## src/rtl/period_meter_pkg.sv

```systemverilog
// Shared types and constants for the period meter and its divided-clock source.
package period_meter_pkg;

  typedef enum logic {IDLE, MEASURE} meter_state_t;

  // Divider terminal count used by the display refresh toggle.
  localparam int unsigned DIV_COUNT = 200000;

  // A toggle divider with terminal count N produces a period of 2*(N+1) cycles.
  function automatic int unsigned divider_period(input int unsigned count);
    return 2 * (count + 1);
  endfunction

  localparam int unsigned MAX_PERIOD_DEF = divider_period(DIV_COUNT);

endpackage

```

## src/rtl/module_sync_edge.sv

```systemverilog
// Two-flop synchroniser plus one delay flop; yields the synced level and
// single-cycle rise/fall pulses. Reusable for buttons and keypad lines.
module module_sync_edge (
  input  logic clk,
  input  logic rst,
  input  logic d,
  output logic level,
  output logic rise,
  output logic fall
);

  logic sync_p0, sync_p1, sync_p2;

  // p0/p1: metastability chain, p2: previous synced level for edge detect
  always_ff @(posedge clk or posedge rst) begin
    if (rst) begin
      sync_p0 <= 1'b0;
      sync_p1 <= 1'b0;
      sync_p2 <= 1'b0;
    end else begin
      sync_p0 <= d;
      sync_p1 <= sync_p0;
      sync_p2 <= sync_p1;
    end
  end

  assign level = sync_p1;
  assign rise  = sync_p1 & ~sync_p2;
  assign fall  = ~sync_p1 & sync_p2;

endmodule

```

## src/rtl/module_period_meter.sv

```systemverilog
// Measures period and high time of a slow asynchronous square wave in clk
// cycles, with a one-cycle result strobe and a loss-of-input timeout.
module module_period_meter
  import period_meter_pkg::*;
#(
  parameter  int unsigned MAX_PERIOD = MAX_PERIOD_DEF,
  localparam int unsigned W          = $clog2(MAX_PERIOD + 1)
) (
  input  logic         clk,
  input  logic         rst,
  input  logic         sig_in,
  output logic [W-1:0] period_o,
  output logic [W-1:0] high_o,
  output logic         valid_o,
  output logic         timeout_o
);

  localparam logic [W-1:0] ONE      = W'(1);
  localparam logic [W-1:0] LAST_CNT = W'(MAX_PERIOD - 1);

  logic         rise, fall;
  logic         level_unused;
  meter_state_t state;
  logic [W-1:0] cnt;
  logic [W-1:0] high_pend;

  module_sync_edge u_sync (
    .clk   (clk),
    .rst   (rst),
    .d     (sig_in),
    .level (level_unused),
    .rise  (rise),
    .fall  (fall)
  );

  // Result registers: edges from the synchroniser land here one cycle later
  always_ff @(posedge clk or posedge rst) begin
    if (rst) begin
      state     <= IDLE;
      cnt       <= '0;
      high_pend <= '0;
      period_o  <= '0;
      high_o    <= '0;
      valid_o   <= 1'b0;
      timeout_o <= 1'b0;
    end else begin
      valid_o <= 1'b0;
      unique case (state)
        IDLE: begin
          cnt <= '0;
          if (rise) state <= MEASURE;
        end
        MEASURE: begin
          if (rise) begin
            period_o  <= cnt + ONE;
            high_o    <= high_pend;
            valid_o   <= 1'b1;
            timeout_o <= 1'b0;
            cnt       <= '0;
          end else if (cnt == LAST_CNT) begin
            // A rise on this same cycle would still have been accepted above.
            state     <= IDLE;
            timeout_o <= 1'b1;
            cnt       <= '0;
          end else begin
            cnt <= cnt + ONE;
            if (fall) high_pend <= cnt + ONE;
          end
        end
      endcase
    end
  end

endmodule

```

## config.mk

```make
export PLATFORM = sky130hd
export DESIGN_NAME = module_period_meter
export DESIGN_NICKNAME = d
export VERILOG_FILES = /design/src/rtl/period_meter_pkg.sv /design/src/rtl/module_sync_edge.sv /design/src/rtl/module_period_meter.sv
export SDC_FILE = /design/constraint.sdc
export NUM_CORES = 1
export LEC_CHECK = 0
export BUFFER_PORTS_ARGS = -buffer_cell sky130_fd_sc_hd__buf_2
export CAP_MARGIN = 30
export CORE_MARGIN = 1
export CORE_UTILIZATION = 50
export CTS_BUF_LIST = sky130_fd_sc_hd__clkbuf_4
export CTS_CLUSTER_DIAMETER = 30
export DETAILED_ROUTE_END_ITERATION = 8
export PLACE_DENSITY = 0.75
export RECOVER_POWER = 25
export SLEW_MARGIN = 10
export SYNTH_ARGS = -nofsm -noshare
export SYNTH_HDL_FRONTEND = slang
export SYNTH_SLANG_ARGS = --single-unit
export TNS_END_PERCENT = 5
```

## constraint.sdc

```tcl
create_clock -name clk -period 2.54 [get_ports clk]
set_clock_uncertainty 0.1 [all_clocks]
set_input_delay 0.508 -clock clk [delete_from_list [all_inputs] [get_ports clk]]
set_output_delay 0.508 -clock clk [all_outputs]
set_load 0.02 [all_outputs]
```

* Word level (Yosys, flattened, before mapping)
Cells that the tools add are included.
** Word-level totals
- Bits in registers :: 82
- Input bits :: 3
- Output and inout bits :: 40
- Word-level logic and storage cells :: 33
** Operators by class
- Add/sub/neg operators :: 1
- Eq/ne operators :: 1
- Mux-type cells :: 10
- Bitwise logic cells :: 7
- Reduce and logical (&&, ||, !) cells :: 4
** Operators with widths (count)
- two-way mux 19 bit :: 2
- case mux 19 bit (2 select lines) :: 1
- adder 19 x 1 -> 19 bit (second input constant) :: 1
- == test 19 bit (second input constant) :: 1
- two-way mux 1 bit :: 6
- inverter 1 bit :: 5
- AND reduction 2 bit :: 2
- AND reduction 4 bit :: 1
- AND 1 bit :: 2
- case mux 1 bit (2 select lines) :: 1
- nonzero test 2 bit :: 1

* Depth between registers and ports, before layout
- Depth in word-level cells :: 4
- Gate-level depth with buffers :: 9
- Mapped depth without buffers :: 7

* Modules after synthesis
Synthesis repeated with hierarchy kept, for this count alone.
** Second synthesis, totals
- Cell total of the unflattened synthesis :: 275
- Area total of the unflattened synthesis :: 3286.9 um2
** By module, submodules not included
- module_period_meter :: times used 1, cells an instance 269, area each 3193.1 um2, sequential area each 1976.9 um2
- module_sync_edge :: times used 1, cells an instance 6, area each 93.8 um2, sequential area each 75.1 um2

* Worst setup path after synthesis
Ideal clock, no wire load.
- Path kind :: reg2reg
- Start :: reg cnt[4]
- End :: reg cnt[17]
- Setup time :: 0.127 ns
- Arrival time :: 1.504 ns
- Data required time :: 2.313 ns
- Setup slack :: 0.809 ns
- Stages on the path, launching flop included :: 7
- Path buffers :: 2
- Period minus slack after synthesis :: 1.731 ns
- Cells stage by stage :: dfrtp_1 -> buf_2 -> nor4_1 -> nand3_1 -> o211ai_2 -> buf_2 -> nor2_1
** On the way
- Word-level cells in the longest chain between the ends :: 4
- Elaborated cells on any way between the ends :: 5
- Classes of those cells :: add/sub: 1; eq/ne: 1; mux: 3
** Ends and longest elaborated chain
- from (decl) :: line module_period_meter.sv:24 : logic [W-1:0] cnt;
- from (signal assigned) :: line module_period_meter.sv:66 : cnt <= cnt + ONE;
- adder 19 x 1 -> 19 bit / == test 19 bit (equally long branches) :: line module_period_meter.sv:66, module_period_meter.sv:60
- two-way mux 19 bit (*) :: line module_period_meter.sv:60 : end else if (cnt == LAST_CNT) begin
- two-way mux 19 bit (*) :: line module_period_meter.sv:54 : if (rise) begin
- case mux 19 bit (2 select lines) (*) :: line module_period_meter.sv:48 : unique case (state)
Every way passes the cells marked *; elsewhere a longest branch is shown, timed or not.
A chain may end at the register's enable or synchronous reset.

* Worst setup path after layout
- Start :: reg cnt[0]
- End :: reg period_o[16]
** On the way
- Word-level cells in the longest chain between the ends :: 1
** Ends and longest elaborated chain
- adder 19 x 1 -> 19 bit :: line module_period_meter.sv:55 : period_o <= cnt + ONE;
- to (signal assigned) :: line module_period_meter.sv:55
- to (decl) :: line module_period_meter.sv:12 : output logic [W-1:0] period_o,
No other way between the ends.

==> run_results.csv <==
group,metric,value,unit
run_status,status,"complete, no violations",
timing,slew_headroom,22.3,%
routing,via_per_inst,4.95,
synth,synth_edf_count,0,
die,dieArea,6710,um2
run,maxCapViolCount,0,
cts,cts_resized,0,
cts,clockRootBuffer,"clkbuf_4",
worst_setup_path,cp_slowest_cell,"dfrtp_1",
timing,final_max_slew_viol_count,0,
cts,clkLatencyLatePin,0.42,ns
place,dp_hpwl,3.95,mm
final_layout,syn_to_final_growth,13.6,%
routing,postRouteAntennaNets,0,
die,core-area,6030,um2
synth,yosys.area.top_type_share,64.3,%
synth,syn-num-nets,320,
synth,synth.yosys.seq_area_share,64.3,%
final_layout,stdcell_area,3620,um2
cts,cts_tree,"built",
synth,synth_flop_cell,"dfrtp_1",
cts,cts_buffers,9,
synth,synth_common_cells,"nand2_1 (99), dfrtp_1 (82), o21ai_0 (31)",
place,dpl_cell_area,3490,um2
worst_setup_path,crit_chain,"ha_1 > nand3_1 > nor3_1 > nand4_1 > xor2_1 > o21ai_0",
worst_setup_path,cp-start-kind,"register",
synth,synthDistinctLibCells,29,
grt,antenna_found_initial,0,
synth,synth_most_common_cell,"nand2_1",
final_layout,finalNonFillerCells,439,
power,powerDensity,703,nW/um2
synth,synth.area.top_cells,"dfrtp_1 (64%), nand2_1 (12%), o21ai_0 (4.9%)",
routing,drc,0,
timing,finalHoldViolCount,0,
worst_setup_path,end_kind,"register",
die,die_x,81.9,um
final_layout,num_antenna_cells,0,
worst_setup_path,path_max_fanout,7,
die,ios,43,
worst_setup_path,required,2.72,ns
place,finalWeightedCongestion,0.837,
timing,fin_crit_sh,82.1,%
synth,synthCells,315,
cts,post_cts_buffers,0,
routing,firstDrtPassIters,4,
place,portBuffers,42,
timing,fin_crit,2.09,ns
timing,fmax,480,MHz
grt,grt_pass1_vias,1996,
worst_setup_path,rrSetupSlack,0.45,ns
worst_setup_path,path_class,"register to register",
cts,cts_hold_buf,0,
place,dp_slack,0.464,ns
synth,avgSynthCellArea,10.1,um2
timing,tightest_slew,1.16,ns
timing,fin_tns_setup,0,ns
timing,holdWs,0.0879,ns
cts,clkTransAtPathRegs,0.12,ns
grt,track_usage,19.4,%
timing,setup_ws,0.455,ns
cts,cts_buffer_depth,2,
cts,cts.sinks,82,
worst_setup_path,reg2reg_depth,6,
place,place_inst,423,
routing,wl_per_cell,13.0,um
die,die_h,81.9,um
die,rows,28,
worst_setup_path,r2r_end,"period_o[16]",
grt,grt_start_max_net_pins,58,
timing,finalSetupViolations,0,
timing,rsz0062_at_grt,"no",
power,power.leakage,1.87,nW
synth,ys_ff_latch,82,
die,initial_core_util,53.0,%
worst_setup_path,critPathLaunch,"cnt[0]",
routing,drt-initial-drc-count,166,
grt,grt_pass1_wl,9.48,mm
synth,yosys_warnings,0,
synth,ys_async_sr_fraction,100,%
final_layout,nNetsFinal,364,
worst_setup_path,max_stage_delay,0.48,ns
synth,synth_largest_area_cell,"dfrtp_1",
grt,overflow,0,
cts,htree_levels,3,
worst_setup_path,endpoint,"period_o[16]",
worst_setup_path,reg2reg_from,"cnt[0]",
final_layout,final_layout_size_suffix_gt1_share,19.8,%
power,vdd_drop_max,0.000337,V
synth,synth.cell_area,3190,um2
min_path,min_path_type,"primary input to register",
worst_setup_path,arrival,2.27,ns
routing,vias,2173,
routing,drt-total-wl,5.69,mm
==> where the power goes <==
| group | internal, mW | switching (mW) |
|---|---|---|
| clock network | 0.319 | 0.423 |
| logic | 0.105 | 0.217 |
| registers | 1.41 | 0.0755 |
| total | 1.83 | 0.716 |
==> routing by layer <==
| metal | routed length (um) | vias up | GRT usage, % |
|---|---|---|---|
| met5 | 0 | - | 0 |
| met4 | 53 | 0 | 10.7 |
| met3 | 192 | 4 | 4.11 |
| met2 | 2630 | 41 | 27.9 |
| met1 | 2820 | 1010 | 27.3 |
| li1 | - | 1118 | - |
==> cell usage in the layout (no fill, tap or decap) <==
cell and instances:
a21oi_1 1, and3_1 1, and4_1 1, and4_4 1, and4b_1 1, buf_12 1, buf_2 42, buf_4 4
bufinv_16 1, clkbuf_4 11, clkinv_2 2, clkinvlp_2 1, clkinvlp_4 2, dfrtp_1 82, ha_1 2, inv_1 5
nand2_1 99, nand2b_1 1, nand3_1 10, nand4_1 4, nor2_1 25, nor3_1 1, nor3_2 2, nor4_1 3
nor4bb_1 1, o211ai_2 1, o21ai_0 31, o21ai_1 6, o21ai_2 3, or2_1 1, or3b_4 1, xnor2_1 6
xor2_1 11
==> sequential cells by signal (all words and copies together) (netlist names) <==
signal,count
cnt,19
high_o,19
high_pend,19
period_o,19
state,1
timeout_o,1
u_sync.level,1
u_sync.sync_p0,1
u_sync.sync_p2,1
valid_o,1
==> kinds of logic after synthesis <==
group	count (synthesis)	synth area share, %
XOR/XNOR	17	4.66
AND/OR/NAND/NOR	152	20.5
flip-flops	82	64.3
adder cells (fa/ha/maj)	2	0.784
AO/OA/AOI/OAI	42	7.06
buffers and inverters	20	2.70
==> per-stage QoR <==
stage	utilization (%)	power, mW
2_1_floorplan	-	1.72
3_3_place_gp	57.9	1.83
3_5_place_dp	57.9	1.84
4_1_cts	60.2	2.58
5_1_grt	60.2	2.67
6_report	60.2	2.55
==> worst min-delay path by stage <==
stage / depth (start not counted) / start / slack, ns / to
5_1_grt: 1 / sig_in / 0.06 / u_sync.sync_p0
4_1_cts: 2 / rst / 0.03 / high_o[4]
6_report: 1 / sig_in / 0.09 / u_sync.sync_p0
2_1_floorplan: 0 / u_sync.sync_p0 / 0.23 / u_sync.level
3_3_place_gp: 0 / u_sync.sync_p0 / 0.23 / u_sync.level
3_5_place_dp: 0 / u_sync.sync_p0 / 0.25 / u_sync.level
==> worst max-delay path: cells and delay by family, from the launching register on <==
| kind | cells | cell delay [ns] |
|---|---|---|
| xor+xnor | 1 | 0.26 |
| fa+ha+maj | 1 | 0.23 |
| compound gates | 1 | 0.13 |
| simple gates | 3 | 0.74 |
| flops | 1 | 0.48 |
==> layout make-up <==
type,instances,area (um2)
well taps,75,93.8
multi-input cells,213,1060
fillers,499,2400
clock buffers,11,82.6
clock inverters,5,55.1
flip-flops and latches,82,2050
inverters,6,23.8
repair buffers,47,260
Power figures use the tool's default switching activity.
